--- src/rtl/jt7759_rom_bridge.sv ---
// ROM-side responder for the jt7759 ADPCM controller: byte reads served from a
// 16-bit variable-latency memory through a one-word cache.
`default_nettype none

module jt7759_rom_bridge #(
  parameter int AW   = 17,
  parameter int TOUT = 255
) (
  input  logic          rst,
  input  logic          clk,
  input  logic          flush,
  input  logic          rom_cs,
  input  logic [AW-1:0] rom_addr,
  output logic [7:0]    rom_data,
  output logic          rom_ok,
  output logic          mem_req,
  output logic [AW-2:0] mem_addr,
  input  logic [15:0]   mem_data,
  input  logic          mem_ack,
  output logic          tout_err
);

  localparam int CW = (TOUT > 0) ? $clog2(TOUT + 1) : 1;
  localparam logic [CW-1:0] C_TLAST = (TOUT > 0) ? CW'(TOUT - 1) : '0;

  localparam logic [0:0] S_IDLE  = 1'b0;
  localparam logic [0:0] S_FETCH = 1'b1;

  logic [0:0]    state_q, state_d;
  logic          valid_q, valid_d;
  logic [AW-2:0] tag_q, tag_d;
  logic [15:0]   cdata_q, cdata_d;
  logic          ok_q, ok_d;
  logic [AW-1:0] ok_addr_q, ok_addr_d;
  logic [7:0]    data_q, data_d;
  logic          mem_req_q, mem_req_d;
  logic [AW-2:0] mem_addr_q, mem_addr_d;
  logic          tout_err_q, tout_err_d;
  logic [CW-1:0] cnt_q, cnt_d;
  logic          flushed_q, flushed_d;

  logic [AW-2:0] w_word;
  logic          w_hit;
  logic          w_tout;

  assign w_word = rom_addr[AW-1:1];
  // A flush in the same cycle wins over a hit on the old cache contents.
  assign w_hit  = rom_cs && valid_q && !flush && (tag_q == w_word);
  assign w_tout = (TOUT != 0) && (state_q == S_FETCH) && !mem_ack && (cnt_q == C_TLAST);

  always_ff @(posedge clk or posedge rst) begin
    if (rst) begin
      state_q    <= S_IDLE;
      valid_q    <= 1'b0;
      tag_q      <= '0;
      cdata_q    <= '0;
      ok_q       <= 1'b0;
      ok_addr_q  <= '0;
      data_q     <= '0;
      mem_req_q  <= 1'b0;
      mem_addr_q <= '0;
      tout_err_q <= 1'b0;
      cnt_q      <= '0;
      flushed_q  <= 1'b0;
    end else begin
      state_q    <= state_d;
      valid_q    <= valid_d;
      tag_q      <= tag_d;
      cdata_q    <= cdata_d;
      ok_q       <= ok_d;
      ok_addr_q  <= ok_addr_d;
      data_q     <= data_d;
      mem_req_q  <= mem_req_d;
      mem_addr_q <= mem_addr_d;
      tout_err_q <= tout_err_d;
      cnt_q      <= cnt_d;
      flushed_q  <= flushed_d;
    end
  end

  always_comb begin
    state_d = state_q;
    case (state_q)
      S_IDLE:  if (rom_cs && !w_hit) state_d = S_FETCH;
      S_FETCH: if (mem_ack || w_tout) state_d = S_IDLE;
      default: state_d = S_IDLE;
    endcase
  end

  always_comb begin
    valid_d    = valid_q;
    tag_d      = tag_q;
    cdata_d    = cdata_q;
    ok_d       = ok_q;
    ok_addr_d  = ok_addr_q;
    data_d     = data_q;
    mem_req_d  = mem_req_q;
    mem_addr_d = mem_addr_q;
    tout_err_d = tout_err_q;
    cnt_d      = cnt_q;
    flushed_d  = flushed_q;
    if (state_q == S_IDLE) begin
      if (flush) valid_d = 1'b0;
      if (w_hit) begin
        ok_d      = 1'b1;
        ok_addr_d = rom_addr;
        data_d    = rom_addr[0] ? cdata_q[15:8] : cdata_q[7:0];
      end else begin
        ok_d = 1'b0;
        if (rom_cs) begin
          // The line is being replaced, so it stays invalid unless the fetch lands.
          valid_d    = 1'b0;
          mem_req_d  = 1'b1;
          mem_addr_d = w_word;
          cnt_d      = '0;
          flushed_d  = 1'b0;
        end
      end
    end else begin
      ok_d = 1'b0;
      if (flush) flushed_d = 1'b1;
      if (mem_ack) begin
        mem_req_d = 1'b0;
        tag_d     = mem_addr_q;
        cdata_d   = mem_data;
        valid_d   = !(flushed_q || flush);
      end else if (w_tout) begin
        mem_req_d  = 1'b0;
        tout_err_d = 1'b1;
      end else begin
        cnt_d = cnt_q + 1'b1;
      end
    end
  end

  assign rom_ok   = ok_q && rom_cs && (rom_addr == ok_addr_q);
  assign rom_data = data_q;
  assign mem_req  = mem_req_q;
  assign mem_addr = mem_addr_q;
  assign tout_err = tout_err_q;

endmodule

`default_nettype wire

--- config.mk ---
export PLATFORM = sky130hd
export DESIGN_NAME = jt7759_rom_bridge
export DESIGN_NICKNAME = d
export VERILOG_FILES = /design/src/rtl/jt7759_rom_bridge.sv
export SDC_FILE = /design/constraint.sdc
export NUM_CORES = 1
export LEC_CHECK = 0
export ABC_AREA = 1
export BUFFER_PORTS_ARGS = -buffer_cell sky130_fd_sc_hd__buf_4
export CELL_PAD_IN_SITES_DETAIL_PLACEMENT = 0
export CELL_PAD_IN_SITES_GLOBAL_PLACEMENT = 1
export CORE_MARGIN = 2
export CORE_UTILIZATION = 38
export DETAILED_ROUTE_END_ITERATION = 7
export PLACE_DENSITY = 0.85
export REMOVE_ABC_BUFFERS = 1
export SYNTH_ARGS = -nofsm -noshare
export SYNTH_HDL_FRONTEND = slang
export SYNTH_SLANG_ARGS = --single-unit
--- constraint.sdc ---
create_clock -name clk -period 2.3 [get_ports clk]
set_input_delay 0 -clock clk [delete_from_list [all_inputs] [get_ports clk]]
set_output_delay 0 -clock clk [all_outputs]
set_load 0.03 [all_outputs]
# Yosys cells after proc, flatten, opt, wreduce, memory -nomap -nowiden
# Cells that the tools add are included.
# W data, S select, Z words.
[totals] mem_bits_rw=0 register_bits=87 latchBits=0 n_memories=0 romBits=0
[op_classes] bitwise_logic=3 eq_ne=9 n_reduce_logical=22 shifts=0 div_mod_pow=0 multipliers=0 order_cmp=0 mux=25 addsub=1
[ops] op="$mux W8" count=6
[ops] op="$mux W1" count=18
[ops] op="$eq A17 B17 Y1" count=1
[ops] op="$eq A16 B16 Y1" count=1
[ops] op="$reduce_and A3 Y1" count=4
[ops] op="$ne A2 B2 Y1 const B" count=5
[ops] op="$add A8 B1 Y8 const B" count=1
[ops] op="$eq A8 B8 Y1 const B" count=1
[ops] op="$logic_and A1 B1 Y1" count=8
[ops] op="$logic_not A1 Y1" count=4
[ops] op="$reduce_and A2 Y1" count=2
[ops] op="$reduce_and A4 Y1" count=1
[ops] op="$ne A3 B2 Y1 const B" count=1
[ops] op="$not A1 Y1" count=3
[ops] op="$logic_or A1 B1 Y1" count=2
[ops] op="$pmux W1 S2" count=1
[ops] op="$reduce_bool A2 Y1" count=1

# Longest topological paths before layout
# Gate-level depths: netlist of run 1.
[logic_depth] word_depth=7 ltp_mapped=11

# Worst setup path before layout of run 1
# Ideal clock, no wire load.
[synth_path] path_type="reg-to-reg" start="register state_q" end="register cdata_q[10]" stages_incl_launch_ff=5 t_arrival_ns=1.298 slack_ns=0.877 cell_sequence="dfrtp_1 -> buf_2 -> nand2_1 -> buf_2 -> mux2_2"
[synth_via] elab_chain_len=1
[synth_lines] item="from (decl)" line="29" rtl="logic [0:0] state_q, state_d;"
[synth_lines] item="from (signal assigned)" line="66" rtl="state_q <= state_d;"
[synth_lines] item="$reduce_and A2 Y1 (no line)"
[synth_lines] item="to (signal assigned)" line="69" rtl="cdata_q <= cdata_d;"
[synth_lines] item="to (decl)" line="32" rtl="logic [15:0] cdata_q, cdata_d;"
# Every way passes these cells.
# A chain may end at the register's enable or synchronous reset.

# Final worst setup path of run 1
[layout_path] start="register state_q" end="register cnt_q[1]"
[layout_via] elab_chain_len=4 word_cells_on_any_way=8 classes_between="3 x eq/ne; 1 x mux; 4 x reduce/logical"
[layout_lines] item="$logic_and A1 B1 Y1 (2 in series)" line="49" rtl="assign w_tout = (TOUT != 0) && (state_q == S_FETCH) && !mem_ack && (cnt_q == C_TLAST);"
[layout_lines] item="$ne A2 B2 Y1 (no line)"
[layout_lines] item="$reduce_and A4 Y1 (no line)"
[layout_lines] item="to (signal assigned)" line="76" rtl="cnt_q <= cnt_d;"
[layout_lines] item="to (decl)" line="39" rtl="logic [CW-1:0] cnt_q, cnt_d;"
# Parallel ways exist; a longest one is shown, timed or not.

==> key figures, run 1 <==
Outcome
  – Run status: completed

Logic synthesis
  – Number of library cell types mapped by synthesis: 33
  – Synthesized flop and latch total: 87
  – Simple-gate share of the synthesized area: 0.176
  – Sequential area share after synthesis: 0.544
  – Synthesized netlist cell count: about 440
  – Portion of netlist area occupied by mux cells: 0.0790
  – Area share of xor/xnor cells in the synthesized design: 0.0262
  – Main combinational cell family by area after synthesis: simple AND/OR/NAND/NOR gates
  – Average cell area after synthesis: just over 9 um2
  – Post-synthesis instance area: 4010 um2
  – Number of warning messages in the yosys log: 0
  – Arithmetic-cell share of the synthesized area counting full adders, half adders and majority gates: 0.00625
  – Area fraction in compound gates after synthesis: 0.104

Worst setup path
  – Top fanout value on the critical path: 11
  – R2R cell count: 7
  – CP top delay family: buffers and inverters
  – Library cell appearing most often on the critical path: inv_1
  – CP peak stage delay: about 0.53 ns
  – Number of buffer and inverter stages on the critical path: 3
  – R2r setup slk: 0.43 ns
  – Critical Path AT: 2.11 ns
  – Crit Path Category: flop to flop
  – Reg2Reg Launch Point: state_q
  – Sequence of cells on the critical path: inv_1 -> nor2_1 -> inv_1 -> a21oi_1 -> clkinv_1 -> nand3_1 -> nand2_1
  – Worst setup EP type: flop
  – Worst endpoint required time: around 2.5 ns
  – Endpoint of the worst register-to-register path: cnt_q[1]
  – Type of element launching the critical path: flop
  – Worst path slowest cell: dfrtp_1

CTS
  – Buffer levels on the longest clock path: 2
  – CTS tree: built
  – H-tree levels: 3
  – Clock latency at the later pin of the worst-skew pair: approximately 0.36 ns
  – CTS clk-pin slew, worst paths: about 0.090 ns
  – Root Buffer Master: clkbuf_8
  – Num CTS Buffers: 9
  – Number of clock sinks: 87

Layout
  – Layout-stage area growth over the synthesis result: 27.6%
  – Diode count: 0
  – Proportion of layout cells with a drive suffix above 1: 0.222
  – Final net count: about 570
  – Filler instances: between 900 and 1,000

GRT
  – Pin count of the biggest net entering global routing: 64
  – Total GRT Usage: 0.170
  – Wire length of the first global-routing pass: 15,300 um
  – Initial antenna violation count: 0
  – Global route overflow: 0
  – Number of global-route vias before repair: between 3,000 and 4,000

Die
  – Die Ht: about 110 um
  – Effective utilization at floorplan: 0.390
  – Die boundary width: about 110 um
  – Number of rows created at floorplan: 37
  – I/O pin total: 65
  – Area enclosed by the die boundary: roughly 11,000 um2
  – Core box area: approximately 10,000 um2

Detailed routing
  – Detailed-routing iteration count for the pre-antenna-repair pass: 4
  – DRC Markers: 0
  – Routed wire length per instance: 13.5 um
  – Post-route ant nets: 0
  – DR vias/cell: 4.73
  – Violation count after the first detailed-route iteration: about 180
  – Via count of the routed design: ~3,200
  – Final wirelength: between 9000 and 10,000 um

Timing
  – Clock skew: ~0.012 ns
  – Setup violations, final: 0
  – Maximum clock frequency: 535 MHz
  – Least-Margin Pin Slew: 0.459 ns
  – Final critical-path share of the clock period: 0.812
  – Unrepaired setup endpoints after global routing: no
  – Post-Route Hold Slack: 0.00529 ns
  – Least setup slack across all paths after layout: approximately 0.43 ns
  – Headroom to the max-slew limit: 0.693
  – Number of hold-slack violations in the final timing report: 0
  – Pins Over Slew Limit: 0
  – Post-route setup TNS: 0 ns
  – Final period demand of the worst path: between 1.5 and 2 ns

Placed design
  – Minimum setup slack after placement: around 0.5 ns
  – Port-buffer cells: 64
  – Placer congestion estimate: between 0.8 and 0.9
  – Half-perimeter wire length after placement: 6310 um

Worst hold path
  – Critical hold path startpoint: rom_addr[7]
  – Worst Hold Path EP: ok_addr_q[7]
  – Worst Hold Path Cells: 3
  – Path type of the worst min-delay path: primary input to flop

Power and ir drop
  – Cell Pwr Density: roughly 760 nW/um2
  – Total chip power: ~3.9 mW
  – Worst IR drop on VDD: 0.512 mV
  – Static leakage power: approximately 2.5 nW

Flow run
  – Number of maximum-capacitance violations: 0
final cells by class:
class                           count  area (um2)  share of cell area
Inverter                           43         163              0.0318
Sequential cell                    87        2180               0.426
Clock buffer                       10         138              0.0269
Tap cell                          136         170              0.0333
Clock inverter                      4        47.5             0.00931
Timing Repair Buffer              101         846               0.166
Multi-Input combinational cell    291        1570               0.307
repair_timing:
item,in CTS,in global routing
endpoints found under the hold margin,62,0
setup buffers,0,0
hold buffers,30,0
resized for setup,0,0
kinds of logic after synthesis:
group,Yosys count
and+or+nand+nor,172
DFF,87
muxes,29
xor gates and xnor gates,12
AOI/OAI and AO/OA,76
buffers and inverters,59
adders and majority gates,2
tightest hold or removal path, cell delays in order:
cell     delay, ns
buf_4         0.08
inv_1         0.08
o21ai_0       0.16
cell usage after synthesis:
library cell  number  area (um2)
a21oi_1           20         100
a21oi_2            1        8.76
a221oi_1           1        8.76
a22o_1             1        8.76
a311oi_1           1        8.76
buf_2              7        35.0
buf_4              2        15.0
buf_6              3        33.8
clkbuf_1           4        15.0
clkinv_1           1        3.75
dfrtp_1           87        2180
ha_1               2        25.0
inv_1             39         146
inv_2              3        11.3
mux2_2            21         236
mux2i_1            8        80.1
nand2_1          108         405
nand2_2            1        6.26
nand3_1           23         115
nand3b_1           1        7.51
nand4_1            1        6.26
nand4_2            1        12.5
nor2_1            30         113
nor2_2             2        12.5
nor3_1             4        20.0
nor4_1             1        6.26
o211ai_1           1        7.51
o21ai_0           38         190
o21ai_1            6        30.0
o21ai_2            4        35.0
o22ai_1            3        18.8
xnor2_1            8        70.1
xor2_1             4        35.0
layout by cell type (no fill, tap or decap), types with 10 or more instances in the layout:
cell type	synthesis	layout
buf_4	2	70
mux2_2	21	21
dlygate4sd3_1	0	30
nand2_1	108	108
a21oi_1	20	20
inv_1	39	38
clkbuf_8	0	10
nand3_1	23	23
o21ai_0	38	38
nor2_1	30	30
dfrtp_1	87	87
routing by layer:
layer / GRT usage / part of all wire
met3: 0.0407 / 0.039
met4: 0.0612 / 0.021
met1: 0.227 / 0.46
met5: 0 / 0
met2: 0.272 / 0.48
registers in the layout, summed over array words and instances, names as in the netlist:
register,cells
tout_err,1
rom_data,8
ok_addr_q,17
cnt_q,8
tag_q,16
flushed_q,1
ok_q,1
mem_addr,16
state_q,1
cdata_q,16
valid_q,1
mem_req,1
metrics by stage:
stage | utilization | cell area, um2 | instances
floorplan | - | 3910 | 421
global placement | 0.450 | 4620 | 628
detailed placement | 0.450 | 4620 | 628
CTS | 0.497 | 5110 | 672
global route | 0.497 | 5110 | 672
finish | 0.497 | 5110 | 672
report_power, final:
| group | internal [mW] | switching (mW) |
|---|---|---|
| Sequential | 1.77 | 0.153 |
| Clock | 0.516 | 0.529 |
| Combinational | 0.410 | 0.501 |
worst max path at each step:
stage / startpoint / end / slack (ns) / cells past startpoint
CTS: state_q / cnt_q[1] / 0.47 / 7
detailed placement: state_q / cnt_q[1] / 0.49 / 7
global route: state_q / cnt_q[6] / 0.21 / 7
finish: state_q / cnt_q[1] / 0.43 / 7
global placement: state_q / cnt_q[5] / 0.60 / 7
floorplan: rst / cdata_q[0] / 0.05 / 1
(Power assumes the default switching activity.)
==> run 2, diff against run 1 <==
ABC_AREA = 0   (was 1)
CORE_UTILIZATION = 40   (was 38)
PLACE_DENSITY = 0.81   (was 0.85)
clock period = 1.8 ns   (was 2.3 ns; I/O delays follow)
==> key figures, run 2 <==
CTS
  – H-tree levels: 3
  – Clock latency at the later pin of the worst-skew pair: around 0.35 ns
  – CTS tree: built
  – Root Buffer Master: clkbuf_8
  – Number of clock sinks: 87
  – Buffer levels on the longest clock path: 2
  – CTS clk-pin slew, worst paths: about 0.080 ns
  – Num CTS Buffers: 9

GRT
  – Total GRT Usage: 0.171
  – Number of global-route vias before repair: between 2,000 and 3,000
  – Wire length of the first global-routing pass: about 15,000 um
  – Pin count of the biggest net entering global routing: 45
  – Global route overflow: 0
  – Initial antenna violation count: 0

Timing
  – Setup violations, final: 41
  – Clock skew: about 0.012 ns
  – Least-Margin Pin Slew: around 0.40 ns
  – Unrepaired setup endpoints after global routing: yes
  – Post-route setup TNS: -1.57 ns
  – Maximum clock frequency: 535 MHz
  – Final period demand of the worst path: ~1.9 ns
  – Pins Over Slew Limit: 0
  – Headroom to the max-slew limit: 0.731
  – Number of hold-slack violations in the final timing report: 0
  – Least setup slack across all paths after layout: -0.0694 ns
  – Final critical-path share of the clock period: 1.04

Detailed routing
  – Uppermost signal routing layer after detailed routing: met4
  – Post-route ant nets: 0
  – Violation count after the first detailed-route iteration: 117
  – DRC Markers: 0
  – Routed length on met2: 4560 um
  – Routed wire length per instance: roughly 16 um
  – DR vias/cell: ~5
  – Final wirelength: between 9000 and 10,000 um
  – Detailed-routing iteration count for the pre-antenna-repair pass: 4
  – Via count of the routed design: between 2,000 and 3,000
  – Routed metal-1 wirelength: between 3000 and 4000 um
  – Met3 WL post-DR: 468 um

Worst hold path
  – Path type of the worst min-delay path: primary input to flop

Power and ir drop
  – Worst IR drop on VDD: 0.506 mV
  – Cell Pwr Density: about 1000 nW/um2
  – Total chip power: slightly below 6 mW
  – Static leakage power: ~2.6 nW

Die
  – Number of rows created at floorplan: 36
  – Effective utilization at floorplan: 0.412
  – Die boundary width: ~100 um
  – Area enclosed by the die boundary: about 11,000 um2
  – Die Ht: roughly 100 um
  – Core box area: around 9800 um2
  – I/O pin total: 65

Logic synthesis
  – Average cell area after synthesis: approximately 13 um2
  – Synthesized flop and latch total: 87
  – Top flip-flop cell by instance count after synthesis: dfrtp_1
  – Post-synthesis instance area: about 4000 um2
  – Async set or reset register ratio after synthesis: 1.00
  – Top cells by area, synth: dfrtp_1 (54%), mux2_2 (15%), mux2_1 (5.3%)
  – Area share of the leading cell type in the synthesized netlist: 0.540
  – Top post-synthesis cells by count: dfrtp_1 (87), mux2_2 (54), mux2_1 (19), xnor2_1 (19), inv_1 (13)
  – Number of warning messages in the yosys log: 0
  – Sequential area share after synthesis: 0.540
  – Cell taking the most area after synthesis: dfrtp_1
  – Number of library cell types mapped by synthesis: 42
  – Most instantiated library cell after synthesis: dfrtp_1
  – Synthesized netlist cell count: around 300
  – Number of enable-type register cells in the synthesized netlist: 0

Layout
  – Multi-input combinational cell area: 1930 um2
  – Layout-stage area growth over the synthesis result: 41.2%
  – Most common cell after layout, fill and taps aside: dfrtp_1
  – Max FFs per register: 17
  – Highest-count cells in the layout ignoring fill and taps: dfrtp_1 (87), buf_4 (80), mux2_2 (54)
  – Cell Count, Final, Fillers Out: about 570
  – Filler instances: between 800 and 900
  – Largest register by flop count: ok_addr_q
  – Summed area of non-filler cells in the final layout: about 5700 um2
  – Combined flip-flop and latch cell area: ~2200 um2
  – Diode count: 0
  – Final net count: roughly 470
  – Proportion of layout cells with a drive suffix above 1: 0.479

Placed design
  – Half-perimeter wire length after placement: around 5800 um
  – Post-Place Cell Area: 4760 um2
  – Port-buffer cells: 64
  – Count of placed standard cells including taps: about 500
  – Placer congestion estimate: 0.821

Worst setup path
  – CP peak stage delay: between 0.3 and 0.4 ns
  – Worst endpoint required time: approximately 2.0 ns
  – Crit Path Category: flop to flop
  – Sequence of cells on the critical path: nor2b_1 -> a2111oi_4 -> and4_4 -> nand2_8 -> clkbuf_16 -> mux2_4
  – Type of element launching the critical path: flop
  – Top fanout value on the critical path: 5
  – Worst path slowest cell: dfrtp_1
  – Critical Path AT: around 2.1 ns
  – Worst setup EP type: flop

Flow run
  – Number of maximum-capacitance violations: 0

Outcome
  – Run status: finished, violations left
  – Violations in the final reports: setup timing
run 2: cell types whose count changed after synthesis, sizes merged, moves of 5 or more:
cell and delta:
a21oi -17, xnor2 +11, nand3 -18, o21ai -46, xor2 +7, nand2 -103
nand4 +5, mux2 +60, inv -29, nor2 -25
run 2: critical path, delay by kind of cell (launching register included):
family,cells,cell delay (ns)
and+or+nand+nor,3,0.56
DFF,1,0.37
AOI/OAI and AO/OA,1,0.35
muxes,1,0.30
buffers and inverters,1,0.18
run 2: worst paths after layout:
path / from / endpoint / slack (ns) / cells past startpoint
min in group asynchronous: rst / cdata_q[5] / 0.18 / 3
worst min register to register: tout_err / tout_err / 0.47 / 1
worst max register to register: tag_q[0] / ok_addr_q[9] / -0.07 / 6
worst min-delay path: rom_addr[6] / mem_addr[5] / 0.04 / 3
max in group asynchronous: rst / ok_addr_q[11] / 0.99 / 4
worst max-delay path: tag_q[0] / ok_addr_q[9] / -0.07 / 6
run 2: cells by family after synthesis:
logic type	synth area share
buffers and inverters	0.0292
multiplexers	0.246
AND/OR/NAND/NOR	0.0664
AO/OA/AOI/OAI	0.0466
adder cells (fa/ha/maj)	0.00621
XOR/XNOR	0.0652
flip-flops	0.540
run 2: timing repair:
| item | 4_1_cts | 5_1_grt |
|---|---|---|
| setup buffers | 7 | 5 |
| setup endpoints to repair | 48 | 51 |
| resized for setup | 18 | 27 |
| hold buffers | 35 | 0 |
| pin swaps | 6 | 10 |
| cloned | 1 | 3 |
| hold endpoints to repair | 82 | 0 |
run 2: through the flow:
stage	util	hold slack, ns	setup WS [ns]
after global placement	0.487	0.0111	-0.173
final	0.582	0.0447	-0.0694
after floorplan	-	0.132	-0.450
after detailed placement	0.487	0.0159	-0.242
after global routing	0.582	0.0365	-0.144
after CTS	0.561	0.0134	-0.107
run 2: area by class of cell:
cell class	instances	area share
Clock buffer	10	0.0224
Inverter	13	0.00880
Timing Repair Buffer	127	0.203
Clock inverter	5	0.0145
Multi-Input combinational cell	190	0.339
Tap cell	133	0.0293
Sequential cell	87	0.383
run 2: routing by layer:
layer,GRT usage,vias to the layer above
met2,0.299,67
met1,0.203,1428
li1,-,1326
met5,0,-
met4,0.0405,0
met3,0.0570,8
run 2: power by group:
part           leakage (nW)  internal [mW]  switching (mW)
Sequential             1.09           2.37           0.336
Combinational          1.43          0.893           0.753
Clock                 0.107          0.780           0.658
